File: src/rtl/pipe_pkg.sv
// Shared definitions for the pipeline issue controller: FSM encoding,
// scoreboard age constants, default sizes and the per-source hazard rule.
package pipe_pkg;

  typedef enum logic [1:0] {
    ST_RUN = 2'd0,
    ST_HAZ = 2'd1,
    ST_MDW = 2'd2,
    ST_RED = 2'd3
  } sched_state_t;

  // Age of the newest producer of a register: in EX, in MEM, or retired.
  localparam logic [1:0] AGE_EX   = 2'd1;
  localparam logic [1:0] AGE_MEM  = 2'd2;
  localparam logic [1:0] AGE_DONE = 2'd3;

  localparam int NREG_DEFAULT   = 32;
  localparam int MD_LAT_DEFAULT = 32;

  // Branches compare in decode, so they need the value one stage earlier
  // than an ALU consumer: an ALU producer in EX, or a load anywhere before
  // WB, blocks them. ALU consumers only wait on a load still in EX.
  function automatic logic src_hazard(input logic [1:0] age,
                                      input logic       ld,
                                      input logic       is_branch);
    if (is_branch) begin
      return (age == AGE_EX) || (ld && (age == AGE_MEM));
    end
    return ld && (age == AGE_EX);
  endfunction

endpackage

File: src/rtl/md_busy_counter.sv
// Occupancy counter for the shared multiply/divide unit. A start pulse loads
// MD_LAT-1; the unit counts as busy during the start cycle and while the
// count is nonzero. 'pending' excludes the start cycle so that the hazard
// logic can use it without a combinational loop through Issue.
module md_busy_counter
  import pipe_pkg::*;
#(
  parameter int MD_LAT = MD_LAT_DEFAULT
) (
  input  logic clk,
  input  logic reset,
  input  logic start,
  output logic busy,
  output logic pending
);

  localparam int W = $clog2(MD_LAT);
  localparam logic [W-1:0] LOAD_VAL = W'(MD_LAT - 1);

  logic [W-1:0] count_q;

  // Load on start, otherwise count down to zero and hold.
  always_ff @(posedge clk) begin
    if (reset) begin
      count_q <= '0;
    end else if (start) begin
      count_q <= LOAD_VAL;
    end else if (count_q != '0) begin
      count_q <= count_q - W'(1);
    end
  end

  assign pending = (count_q != '0);
  assign busy    = pending || start;

endmodule

File: src/rtl/pipe_hazard_scheduler.sv
// Decode-stage issue controller. One registered scoreboard (age + load flag
// per architectural register) drives load-use stalls, branch stalls and
// branch forwarding from MEM; a busy counter sequences the mul/div unit.
//
// Handshake: IDValid marks a real instruction in decode; Issue is the
// acceptance for that cycle (Issue = IDValid && !Stall). An instruction
// leaves decode only on a cycle where both are high, and only then does it
// update the scoreboard or start the mul/div unit. All combinational
// outputs are low when IDValid is low.
module pipe_hazard_scheduler
  import pipe_pkg::*;
#(
  parameter int NREG   = NREG_DEFAULT,
  parameter int MD_LAT = MD_LAT_DEFAULT
) (
  input  logic       Clk,
  input  logic       Reset,
  input  logic       IDValid,
  input  logic [4:0] IDRs,
  input  logic [4:0] IDRt,
  input  logic       IDUsesRs,
  input  logic       IDUsesRt,
  input  logic [4:0] IDRd,
  input  logic       IDRegWrite,
  input  logic       IDIsLoad,
  input  logic       IDIsBranch,
  input  logic       IDBranchTaken,
  input  logic       IDIsJump,
  input  logic       IDIsMulDiv,
  input  logic       IDReadsHiLo,
  output logic       Issue,
  output logic       Stall,
  output logic       Flush,
  output logic       BranchFwdA,
  output logic       BranchFwdB,
  output logic       MDStart,
  output logic       MDBusy,
  output logic [1:0] State
);

  logic [1:0]   age_q [NREG];
  logic         ld_q  [NREG];
  sched_state_t state_q, state_d;

  logic md_pending;
  logic rs_live, rt_live;
  logic hz_rs, hz_rt, md_hz;
  logic stall_w, issue_w, flush_w, md_start_w;
  logic sb_write;

  // Source hazards, mul/div hazard and the issue decision.
  always_comb begin
    rs_live    = IDUsesRs && (IDRs != 5'd0);
    rt_live    = IDUsesRt && (IDRt != 5'd0);
    hz_rs      = rs_live && src_hazard(age_q[IDRs], ld_q[IDRs], IDIsBranch);
    hz_rt      = rt_live && src_hazard(age_q[IDRt], ld_q[IDRt], IDIsBranch);
    md_hz      = IDValid && md_pending && (IDIsMulDiv || IDReadsHiLo);
    stall_w    = IDValid && (hz_rs || hz_rt || md_hz);
    issue_w    = IDValid && !stall_w;
    flush_w    = issue_w && (IDIsJump || (IDIsBranch && IDBranchTaken));
    md_start_w = issue_w && IDIsMulDiv;
    sb_write   = issue_w && IDRegWrite && (IDRd != 5'd0);
  end

  // Branch operands come from MEM when the newest producer is an ALU op there.
  always_comb begin
    BranchFwdA = IDValid && IDIsBranch && rs_live &&
                 (age_q[IDRs] == AGE_MEM) && !ld_q[IDRs];
    BranchFwdB = IDValid && IDIsBranch && rt_live &&
                 (age_q[IDRt] == AGE_MEM) && !ld_q[IDRt];
  end

  assign Issue   = issue_w;
  assign Stall   = stall_w;
  assign Flush   = flush_w;
  assign MDStart = md_start_w;

  // Scoreboard: an issuing writer restarts its destination at EX, every
  // other pending entry ages by one stage until it retires.
  always_ff @(posedge Clk) begin
    for (int r = 0; r < NREG; r++) begin
      if (Reset) begin
        age_q[r] <= AGE_DONE;
        ld_q[r]  <= 1'b0;
      end else if (sb_write && (IDRd == 5'(r))) begin
        age_q[r] <= AGE_EX;
        ld_q[r]  <= IDIsLoad;
      end else if (age_q[r] != AGE_DONE) begin
        age_q[r] <= age_q[r] + 2'd1;
      end
    end
  end

  md_busy_counter #(
    .MD_LAT(MD_LAT)
  ) u_md_busy (
    .clk    (Clk),
    .reset  (Reset),
    .start  (md_start_w),
    .busy   (MDBusy),
    .pending(md_pending)
  );

  // Next-state: mul/div wait beats data hazard, which beats redirect.
  always_comb begin
    state_d = ST_RUN;
    if (md_hz) begin
      state_d = ST_MDW;
    end else if (stall_w) begin
      state_d = ST_HAZ;
    end else if (flush_w) begin
      state_d = ST_RED;
    end
  end

  // State register.
  always_ff @(posedge Clk) begin
    if (Reset) begin
      state_q <= ST_RUN;
    end else begin
      state_q <= state_d;
    end
  end

  assign State = state_q;

endmodule

File: config.mk
export PLATFORM = sky130hd
export DESIGN_NAME = pipe_hazard_scheduler
export DESIGN_NICKNAME = d
export VERILOG_FILES = /design/src/rtl/pipe_pkg.sv /design/src/rtl/md_busy_counter.sv /design/src/rtl/pipe_hazard_scheduler.sv
export SDC_FILE = /design/constraint.sdc
export NUM_CORES = 1
export LEC_CHECK = 0
export ABC_AREA = 1
export BUFFER_PORTS_ARGS = -buffer_cell sky130_fd_sc_hd__buf_2
export CORE_ASPECT_RATIO = 1.1
export CORE_MARGIN = 2
export CORE_UTILIZATION = 45
export CTS_BUF_LIST = sky130_fd_sc_hd__clkbuf_4 sky130_fd_sc_hd__clkbuf_8 sky130_fd_sc_hd__clkbuf_16
export CTS_CLUSTER_SIZE = 16
export DETAILED_ROUTE_END_ITERATION = 6
export SLEW_MARGIN = 10
export SYNTH_ARGS = -nofsm -noshare
export SYNTH_HDL_FRONTEND = slang
export SYNTH_SLANG_ARGS = --single-unit
File: constraint.sdc
create_clock -name Clk -period 3.3 [get_ports Clk]
set_input_delay 0.33 -clock Clk [delete_from_list [all_inputs] [get_ports Clk]]
set_output_delay 0.33 -clock Clk [all_outputs]
set_load 0.1 [all_outputs]
==> results.toml, run 1 <==
[clock_tree]
cts_buffer_depth = 2
cts_setup_buffers = 0
holdBufCountCts = 0
cts_tree = "done"
numClockSinks = 103
numCtsBuffers = 9
cts_resized = 0
insertion_delay_ns = 0.36
htree_levels = 3
path_clk_slew_ns = 0.07
cts_root_buf = "clkbuf_16"

[timing]
setup_violations = 0
skew_ns = 0.00687
fin_crit_sh_pct = 88.8
worst_pin_slew_ns = 0.824
max_freq_ghz = 0.341
finalWorstSetupSlack_ns = 0.370
fin_tns_setup_ns = 0
rsz0062_at_grt = "false"
maxSlewViolCount = 0
hold_violations = 0
relSlewSlack_pct = 45.0
min_period_ns = 2.93

[placement]
hpwlAfterDp_um = 15000
port-buffer-count = 35
dpl-instance-area_um2 = 8020
gp_congestion = 0.932
place_ws_ns = 0.329

[power_and_ir_drop]
p_clk_share_pct = 27.6
peakVddDrop_mv = 0.282
power.switching_mw = 1.20
power_frac_seq_pct = 44.9
pwr-share-comb_pct = 27.5
switching_share_pct = 33.6
cellPowerDensity_nw_per_um2 = 432
intPower_mw = 2.38
power_leakage_nw = 3.79

[hold_path]
min_from = "Reset"
hp-class = "in2reg"
min_to = "u_md_busy.count_q[1]"
holdPathStages = 2

[cells_and_area]
fillers = 1620
design_area_um2 = 8280
drive_above_1_share_pct = 9.98
num_antenna_cells = 0
final_cell_mix = "nand2_1 (352), nand3_1 (175), nor2_1 (103)"
area_delta_synth_final_pct = 8.86
nNetsFinal = 1128
layout_commonest_cell = "nand2_1"

[critical_path]
critPathSlowestCell = "edfxtp_1"
crit_chain = "o211ai_1, nand2_1, nand2_1, nand2_1, nor2_1, nand2_1, nand2_1, inv_1, nand2_1, nand2_1, nand2_1, nand3_1, nor2_4, buf_4, nand2_2, nand2_1, buf_12"
cp-start-kind = "register"
r2r_cells = 16
slowest_delay_ns = 0.45
r2r-end = "age_q[1][0]"
r2r_setup_slack_ns = 0.64
worst_setup_path_end_kind = "output pin"
critical_path_class = "reg2out"
worstPathRequired_ns = 2.97
worstPathArrival_ns = 2.60
cpMostUsedCell = "nand2_1"
r2r_start = "age_q[2][0]"
cp_max_fo = 7

[synthesis]
netlist_area_um2 = 7610
syn_nets = 1130
synth_area_leaders = "edfxtp_1 (38%), nand2_1 (17%), nand3_1 (12%), ha_1 (5.4%), nor2_1 (5.1%)"
yosysSeqAreaShare_pct = 39.7
ys.flop_type = "edfxtp_1"
syn-instance-count = 1070
yosysTopAreaCell = "edfxtp_1"
synthArstFlopShare_pct = 0
synth_enable_flop_cells = 96
syn_avg_cell_area_um2 = 7.11
ys_seq_elements = 103
synth_cell_types = 30
yosysWarnings = 0
synth_top_area_share_pct = 37.9

[detailed_routing]
drt_iter0_markers = 623
drt.antenna.violating_nets = 0
viasPerCell = 5.45
drtPass1Iterations = 5
drt-wirelength-per-cell_um = 16.0
wirelength_um = 20400
vias = 6955
drc = 0

[job]
cap_violations = 0

[floorplan]
core-area_um2 = 16400
ios = 36
dieArea_um2 = 18000
die_h_um = 140
start_util_pct = 46.3
fp.dieW_um = 128
rows = 49

[global_route]
grt-ovfl-total = 0
grt_pass1_vias = 6492
grt_max_degree = 50
antenna_found_initial = 0
grt_pass1_wl_um = 33700
grt_usage_pct = 23.9

[outcome]
status = "finished clean"
==> per-stage QoR <==
| stage | utilization [%] | power (mW) | std cells | hold WS (ns) |
|---|---|---|---|---|
| 5_1_grt | 50.4 | 3.77 | 1276 | 0.287 |
| 6_report | 50.4 | 3.58 | 1276 | 0.266 |
| 3_5_place_dp | 48.8 | 2.62 | 1261 | 0.460 |
| 2_1_floorplan | - | 2.34 | 1070 | 0.444 |
| 4_1_cts | 50.4 | 3.60 | 1276 | 0.265 |
| 3_3_place_gp | 48.8 | 2.62 | 1261 | 0.455 |
==> area by class of cell <==
class / count / area (um^2) / area share, %
Clock buffer: 10 / 233 / 2.81
Clock inverter: 5 / 26.3 / 0.317
Inverter: 104 / 392 / 4.73
Multi-Input combinational cell: 800 / 3900 / 47.1
Sequential cell: 103 / 3020 / 36.5
Tap cell: 204 / 255 / 3.08
Timing Repair Buffer: 50 / 455 / 5.50
==> state kept, by name, indices dropped and copies added, names as in the netlist <==
register,count
age_q,64
State,2
ld_q,32
u_md_busy.count_q,5
==> how the worst max path moves through the flow <==
stage | from | to | slack (ns) | depth (start not counted)
after floorplan | IDRs[0] | Flush | 0.26 | 21
after global placement | IDRs[2] | age_q[1][1] | 0.34 | 18
after detailed placement | IDRs[2] | age_q[1][0] | 0.33 | 18
after CTS | age_q[2][0] | MDBusy | 0.36 | 17
after global routing | IDRs[2] | MDBusy | 0.11 | 19
final | age_q[2][0] | MDBusy | 0.37 | 17
==> cells in the mapped netlist, types with 7 or more instances <==
cell type / number
edfxtp_1: 96
nand2_1: 352
o21ai_1: 7
a21oi_1: 20
o211ai_1: 7
dfxtp_1: 7
inv_1: 100
nor3_2: 9
nor2_1: 103
nand4_1: 30
nand3_1: 175
buf_2: 26
clkbuf_1: 27
ha_1: 33
o21ai_0: 23
or2_2: 18
==> power groups by stage <==
| stage | sequential, mW | combinational [mW] | clock [mW] |
|---|---|---|---|
| finish | 1.61 | 0.986 | 0.988 |
| global route | 1.62 | 1.11 | 1.04 |
| CTS | 1.61 | 0.989 | 1.00 |
| detailed placement | 1.64 | 0.984 | 0 |
| global placement | 1.64 | 0.980 | 0 |
| floorplan | 1.64 | 0.708 | 0 |
==> routing by layer <==
layer  up-vias  GRT usage [%]  routed length [um]
met1      3189           33.4                9460
met2       216           38.0                9270
li1       3522              -                   -
met4         0           7.69                 417
met3        28           3.78                1290
met5         -              0                   0
==> worst max-delay path: cells and delay by family (launching register included) <==
| family | cells | cell delay (ns) |
|---|---|---|
| flops | 1 | 0.45 |
| buf+inv | 3 | 0.41 |
| simple gates | 13 | 1.17 |
| compound gates | 1 | 0.21 |
==> logic make-up after synthesis <==
group                      after synthesis  synth area share, %
AOI/OAI and AO/OA                       58                 4.09
xor gates and xnor gates                 2                0.230
DFF                                    103                 39.7
buffers and inverters                  167                 9.16
adders and majority gates               33                 5.43
and+or+nand+nor                        706                 41.3
other                                    1               0.0493
Power figures use the tool's default switching activity.
==> run 2, diff against run 1 <==
--- a/config.mk
+++ b/config.mk
@@ -8,7 +8,6 @@
 export ABC_AREA = 1
 export BUFFER_PORTS_ARGS = -buffer_cell sky130_fd_sc_hd__buf_2
 export CORE_ASPECT_RATIO = 1.1
-export CORE_MARGIN = 2
 export CORE_UTILIZATION = 45
 export CTS_BUF_LIST = sky130_fd_sc_hd__clkbuf_4 sky130_fd_sc_hd__clkbuf_8 sky130_fd_sc_hd__clkbuf_16
 export CTS_CLUSTER_SIZE = 16
==> run 2 against run 1 <==
Net effect:
- clock skew is essentially flat
- combinational power barely moved
- register-to-register slack worse by 0.23 ns
- largest power group unchanged
- core utilization grew 0.50 points
- design area rose by 1.0%
- setup slack got worse by 0.029 ns
- via count increased by 1.6%
- critical path depth increased by 2
==> results.toml, run 2 (same netlist as run 1, synthesis figures left out) <==
[outcome]
status = "finished clean"

[timing]
fin_hold_ws_ns = 0.270
maxSlewViolCount = 0
relSlewSlack_pct = 41.4
min_period_ns = 2.96
rsz0062_at_grt = "false"
hold_violations = 0
max_freq_ghz = 0.338
setup_violations = 0
worst_pin_slew_ns = 0.880
finalWorstSetupSlack_ns = 0.340
skew_ns = 0.00660
fin_tns_setup_ns = 0
fin_crit_sh_pct = 89.7

[cells_and_area]
regMostFlops = "age_q"
final_cell_mix = "nand2_1 (352), nand3_1 (175), nor2_1 (102)"
multi_input_area_um2 = 3900
drive_above_1_share_pct = 10.4
num_antenna_cells = 0
largest_register_ffs = 64
layout_commonest_cell = "nand2_1"
fillers = 1653
stdcell_count = 1277
utilization_pct = 50.9
top_regs = "age_q: 64 flops, ld_q: 32 flops, u_md_busy.count_q: 5 flops"
nNetsFinal = 1128
area_delta_synth_final_pct = 9.95
seqCellArea_um2 = 3020

[critical_path]
cp_max_fo = 8
r2r_cells = 17
r2r-end = "age_q[9][0]"
cp-start-kind = "input port"
r2r_start = "age_q[0][0]"
r2r_setup_slack_ns = 0.41
worstPathRequired_ns = 2.97
worstPathArrival_ns = 2.63
critical_path_class = "in2out"
worst_setup_path_end_kind = "output pin"

[job]
cap_violations = 0

[floorplan]
ios = 36
fp.dieW_um = 126
dieArea_um2 = 17400
rows = 49
die_h_um = 138
core-area_um2 = 16400
start_util_pct = 46.3

[detailed_routing]
wirelength_um = 21300
drt-wirelength-per-cell_um = 16.7
vias = 7066
drt.antenna.violating_nets = 0
viasPerCell = 5.53
drc = 0
drtPass1Iterations = 7
drt_iter0_markers = 682

[hold_path]
holdPathStages = 2
min_from = "Reset"
min_to = "u_md_busy.count_q[2]"
hp-class = "in2reg"

[global_route]
grt_max_degree = 52
grt_pass1_vias = 6589
grt-ovfl-total = 0
grt_pass1_wl_um = 34900
grt_usage_pct = 25.4
antenna_found_initial = 0

[clock_tree]
cts_root_buf = "clkbuf_16"
numCtsBuffers = 9
cts_tree = "done"
htree_levels = 3
numClockSinks = 103
path_clk_slew_ns = 0.07
insertion_delay_ns = 0.35
cts_buffer_depth = 2

[placement]
gp_congestion = 0.902
place_ws_ns = -0.0481
dp_cells = 1260
hpwlAfterDp_um = 14900
port-buffer-count = 35

[power_and_ir_drop]
peakVddDrop_mv = 0.297
cellPowerDensity_nw_per_um2 = 449
power_leakage_nw = 3.84
run 2: cell types whose count changed in the layout (fill, tap and decap cells not counted), moves of 2 or more:
| cell | previous run | this run |
|---|---|---|
| buf_12 | 12 | 14 |
| buf_4 | 10 | 8 |
| clkbuf_8 | 0 | 3 |
| clkinv_1 | 3 | 0 |
| clkinv_2 | 1 | 3 |
| clkinvlp_4 | 2 | 0 |
run 2: power breakdown:
group	total, mW	internal, mW	switching, mW
logic	1.01	0.345	0.665
clock network	1.14	0.657	0.485
registers	1.60	1.53	0.0702
run 2: critical path, cell delays in order:
cell     delay, ns
buf_2         0.21
inv_1         0.19
nor2_2        0.35
nand3_1       0.12
nand2_1       0.10
inv_1         0.05
nand2_1       0.07
nand2_1       0.05
nand2_1       0.08
inv_1         0.06
nand2_1       0.06
nand2_1       0.05
nand2_1       0.05
nand3_1       0.13
nor2_4        0.14
buf_4         0.15
nand2_2       0.10
nand2_1       0.12
buf_12        0.18
run 2: how the worst max path moves through the flow:
stage                            from      endpoint  depth (start not counted)
after floorplan               IDRs[0]         Flush                         21
after global placement        IDRs[2]  age_q[12][1]                         18
after detailed placement      IDRs[2]   age_q[9][1]                         18
after CTS                     IDRs[2]        MDBusy                         19
after global routing      age_q[1][0]        MDBusy                         19
final                         IDRs[2]        MDBusy                         19
run 2: layout make-up:
| class | count | share of cell area (%) |
|---|---|---|
| inverter | 104 | 4.68 |
| clock inverter | 3 | 0.479 |
| tap | 204 | 3.05 |
| timing repair buffer | 50 | 5.74 |
| sequential | 103 | 36.1 |
| multi-input combinational | 800 | 46.6 |
| clock buffer | 13 | 3.28 |
run 2: metal layers:
layer | GRT usage (%) | wire length [um] | up-vias
met5 | 0 | 0 | -
met4 | 11.7 | 601 | 0
met3 | 2.90 | 1390 | 44
met2 | 38.6 | 9450 | 280
met1 | 36.2 | 9870 | 3224
li1 | - | - | 3518
run 2: stage by stage:
step / area [um^2] / total power [mW]
6_report: 8370 / 3.76
3_3_place_gp: 8040 / 2.63
2_1_floorplan: 7610 / 2.34
3_5_place_dp: 8040 / 2.63
5_1_grt: 8370 / 3.94
4_1_cts: 8360 / 3.76
run 2: timing repair:
action	CTS	global route
hold buffers	0	0
buffers inserted	0	1
endpoints found under the setup margin	0	3
endpoints found under the hold margin	0	0
gates resized for setup	0	1
==> run 3, diff against run 2 <==
--- a/config.mk
+++ b/config.mk
@@ -8,10 +8,11 @@
 export ABC_AREA = 1
 export BUFFER_PORTS_ARGS = -buffer_cell sky130_fd_sc_hd__buf_2
 export CORE_ASPECT_RATIO = 1.1
-export CORE_UTILIZATION = 45
+export CORE_UTILIZATION = 57
 export CTS_BUF_LIST = sky130_fd_sc_hd__clkbuf_4 sky130_fd_sc_hd__clkbuf_8 sky130_fd_sc_hd__clkbuf_16
 export CTS_CLUSTER_SIZE = 16
 export DETAILED_ROUTE_END_ITERATION = 6
+export PLACE_DENSITY = 0.75
 export SLEW_MARGIN = 10
 export SYNTH_ARGS = -nofsm -noshare
 export SYNTH_HDL_FRONTEND = slang
==> run 3 against run 2 <==
Net effect:
- the run now ends with design-rule violations left
- combinational power barely moved
- via count fell by 0.57%
- critical path type is now reg2out
- worst hold slack is essentially flat
- highest routed layer unchanged
- clock skew grew 0.0052 ns
- sequential share of layout area grew 0.50 points
- register-to-register slack improved by 0.11 ns
- power shrank 1.5%
- core utilization increased by 14 points
==> results.toml, run 3 (same netlist as run 1, synthesis figures left out) <==
[timing]
relSlewSlack_pct = 45.3
rsz0062_at_grt = "false"
min_period_ns = 2.93
fin_hold_ws_ns = 0.271
fin_tns_setup_ns = 0
worst_pin_slew_ns = 0.821
hold_violations = 0
skew_ns = 0.0118
fin_crit_sh_pct = 88.8
maxSlewViolCount = 0
max_freq_ghz = 0.341
finalWorstSetupSlack_ns = 0.370
setup_violations = 0

[cells_and_area]
area_delta_synth_final_pct = 8.44
stdcell_count = 1231
top_regs = "age_q: 64 flops, ld_q: 32 flops, u_md_busy.count_q: 5 flops"
fillers = 1123
final_cell_mix = "nand2_1 (352), nand3_1 (175), nor2_1 (103)"
regMostFlops = "age_q"
num_antenna_cells = 0
utilization_pct = 64.4
nNetsFinal = 1129
largest_register_ffs = 64
drive_above_1_share_pct = 10.4
design_area_um2 = 8250
layout_commonest_cell = "nand2_1"

[detailed_routing]
drc = 4
drt-wirelength-per-cell_um = 15.9
drt.antenna.violating_nets = 0
drt_iter0_markers = 725
wirelength_um = 19600
viasPerCell = 5.71
drtPass1Iterations = 7
vias = 7026

[critical_path]
slowest_delay_ns = 0.45
cp_max_fo = 7
crit_buf_inv = 4
critical_path_class = "reg2out"
r2r_cells = 16
worstPathArrival_ns = 2.60
worstPathRequired_ns = 2.97
crit_chain = "inv_1, a21oi_1, o21ai_0, nand3_1, nand3_1, nand2_1, nand2_1, inv_1, nand2_1, nand2_1, nand2_1, nand3_1, nor2_4, buf_4, nand2_2, nand2_1, buf_12"
cpMostUsedCell = "nand2_1"
critPathSlowestCell = "edfxtp_1"
worst_setup_path_end_kind = "output pin"
cp.depth = 17
cp_top_family = "simple AND/OR/NAND/NOR gates"
cp-start-kind = "register"
r2r_setup_slack_ns = 0.52

[power_and_ir_drop]
cellPowerDensity_nw_per_um2 = 448
power_frac_seq_pct = 43.4
power_leakage_nw = 3.82
peakVddDrop_mv = 0.277
power.switching_mw = 1.21
total_power_mw = 3.70
intPower_mw = 2.48
switching_share_pct = 32.8
pwr-share-comb_pct = 26.6
p_clk_share_pct = 30.0

[floorplan]
core-area_um2 = 12800
start_util_pct = 59.4
fp.dieW_um = 112
rows = 43
die_h_um = 123
ios = 36
dieArea_um2 = 13800

[placement]
port-buffer-count = 35
place_ws_ns = 0.277
dpl-instance-area_um2 = 7950
hpwlAfterDp_um = 14300
dp_cells = 1215
gp_congestion = 0.922

[global_route]
antenna_found_initial = 0
grt_max_degree = 60
grt_usage_pct = 29.9
grt_pass1_vias = 6283
grt-ovfl-total = 0
grt_pass1_wl_um = 31700

[outcome]
violations = "design-rule violations"
status = "finished, violations left"

[clock_tree]
cts_root_buf = "clkbuf_16"
path_clk_slew_ns = 0.07
cts_tree = "done"
htree_levels = 3
holdBufCountCts = 0
cts_buffer_depth = 2
cts_resized = 0
cts_setup_buffers = 0
numClockSinks = 103
insertion_delay_ns = 0.36
numCtsBuffers = 9

[hold_path]
holdPathStages = 2
hp-class = "in2reg"

[job]
cap_violations = 0
[run 3: worst register-to-register path, cell delays in order (launching register included)]
cell and delay, ns:
edfxtp_1 0.45, inv_1 0.15, a21oi_1 0.07, o21ai_0 0.10, nand3_1 0.11, nand3_1 0.11, nand2_1 0.06, nand2_1 0.08
inv_1 0.06, nand2_1 0.06, nand2_1 0.05, nand2_1 0.06, nand3_1 0.14, nor2_4 0.16, buf_12 0.23, nand4_1 0.34
nand3_1 0.26
[run 3: power groups by stage]
| stage | Combinational, mW | Clock (mW) | Sequential (mW) |
|---|---|---|---|
| final | 0.984 | 1.11 | 1.61 |
| after floorplan | 0.708 | 0 | 1.64 |
| after global routing | 1.09 | 1.15 | 1.62 |
| after detailed placement | 0.977 | 0 | 1.63 |
| after global placement | 0.965 | 0 | 1.63 |
| after CTS | 0.982 | 1.11 | 1.60 |
[run 3: worst paths after layout]
kind                   startpoint                    to
max                  age_q[29][0]                MDBusy
min                         Reset  u_md_busy.count_q[3]
max reg2reg          age_q[29][0]           age_q[6][1]
min reg2reg  u_md_busy.count_q[4]  u_md_busy.count_q[4]
[run 3: area by class of cell]
| cell class | count | area [um^2] | area share, % |
|---|---|---|---|
| Multi-Input combinational cell | 800 | 3900 | 47.3 |
| Sequential cell | 103 | 3020 | 36.6 |
| Timing Repair Buffer | 51 | 438 | 5.31 |
| Inverter | 104 | 392 | 4.75 |
| Clock buffer | 11 | 246 | 2.99 |
| Tap cell | 157 | 196 | 2.38 |
| Clock inverter | 5 | 56.3 | 0.682 |
[run 3: routing by layer]
layer | GRT usage [%] | part of all wire, %
met5 | 0 | 0
met3 | 4.51 | 8.8
met4 | 11.2 | 2.3
met2 | 49.2 | 46
met1 | 40.2 | 43
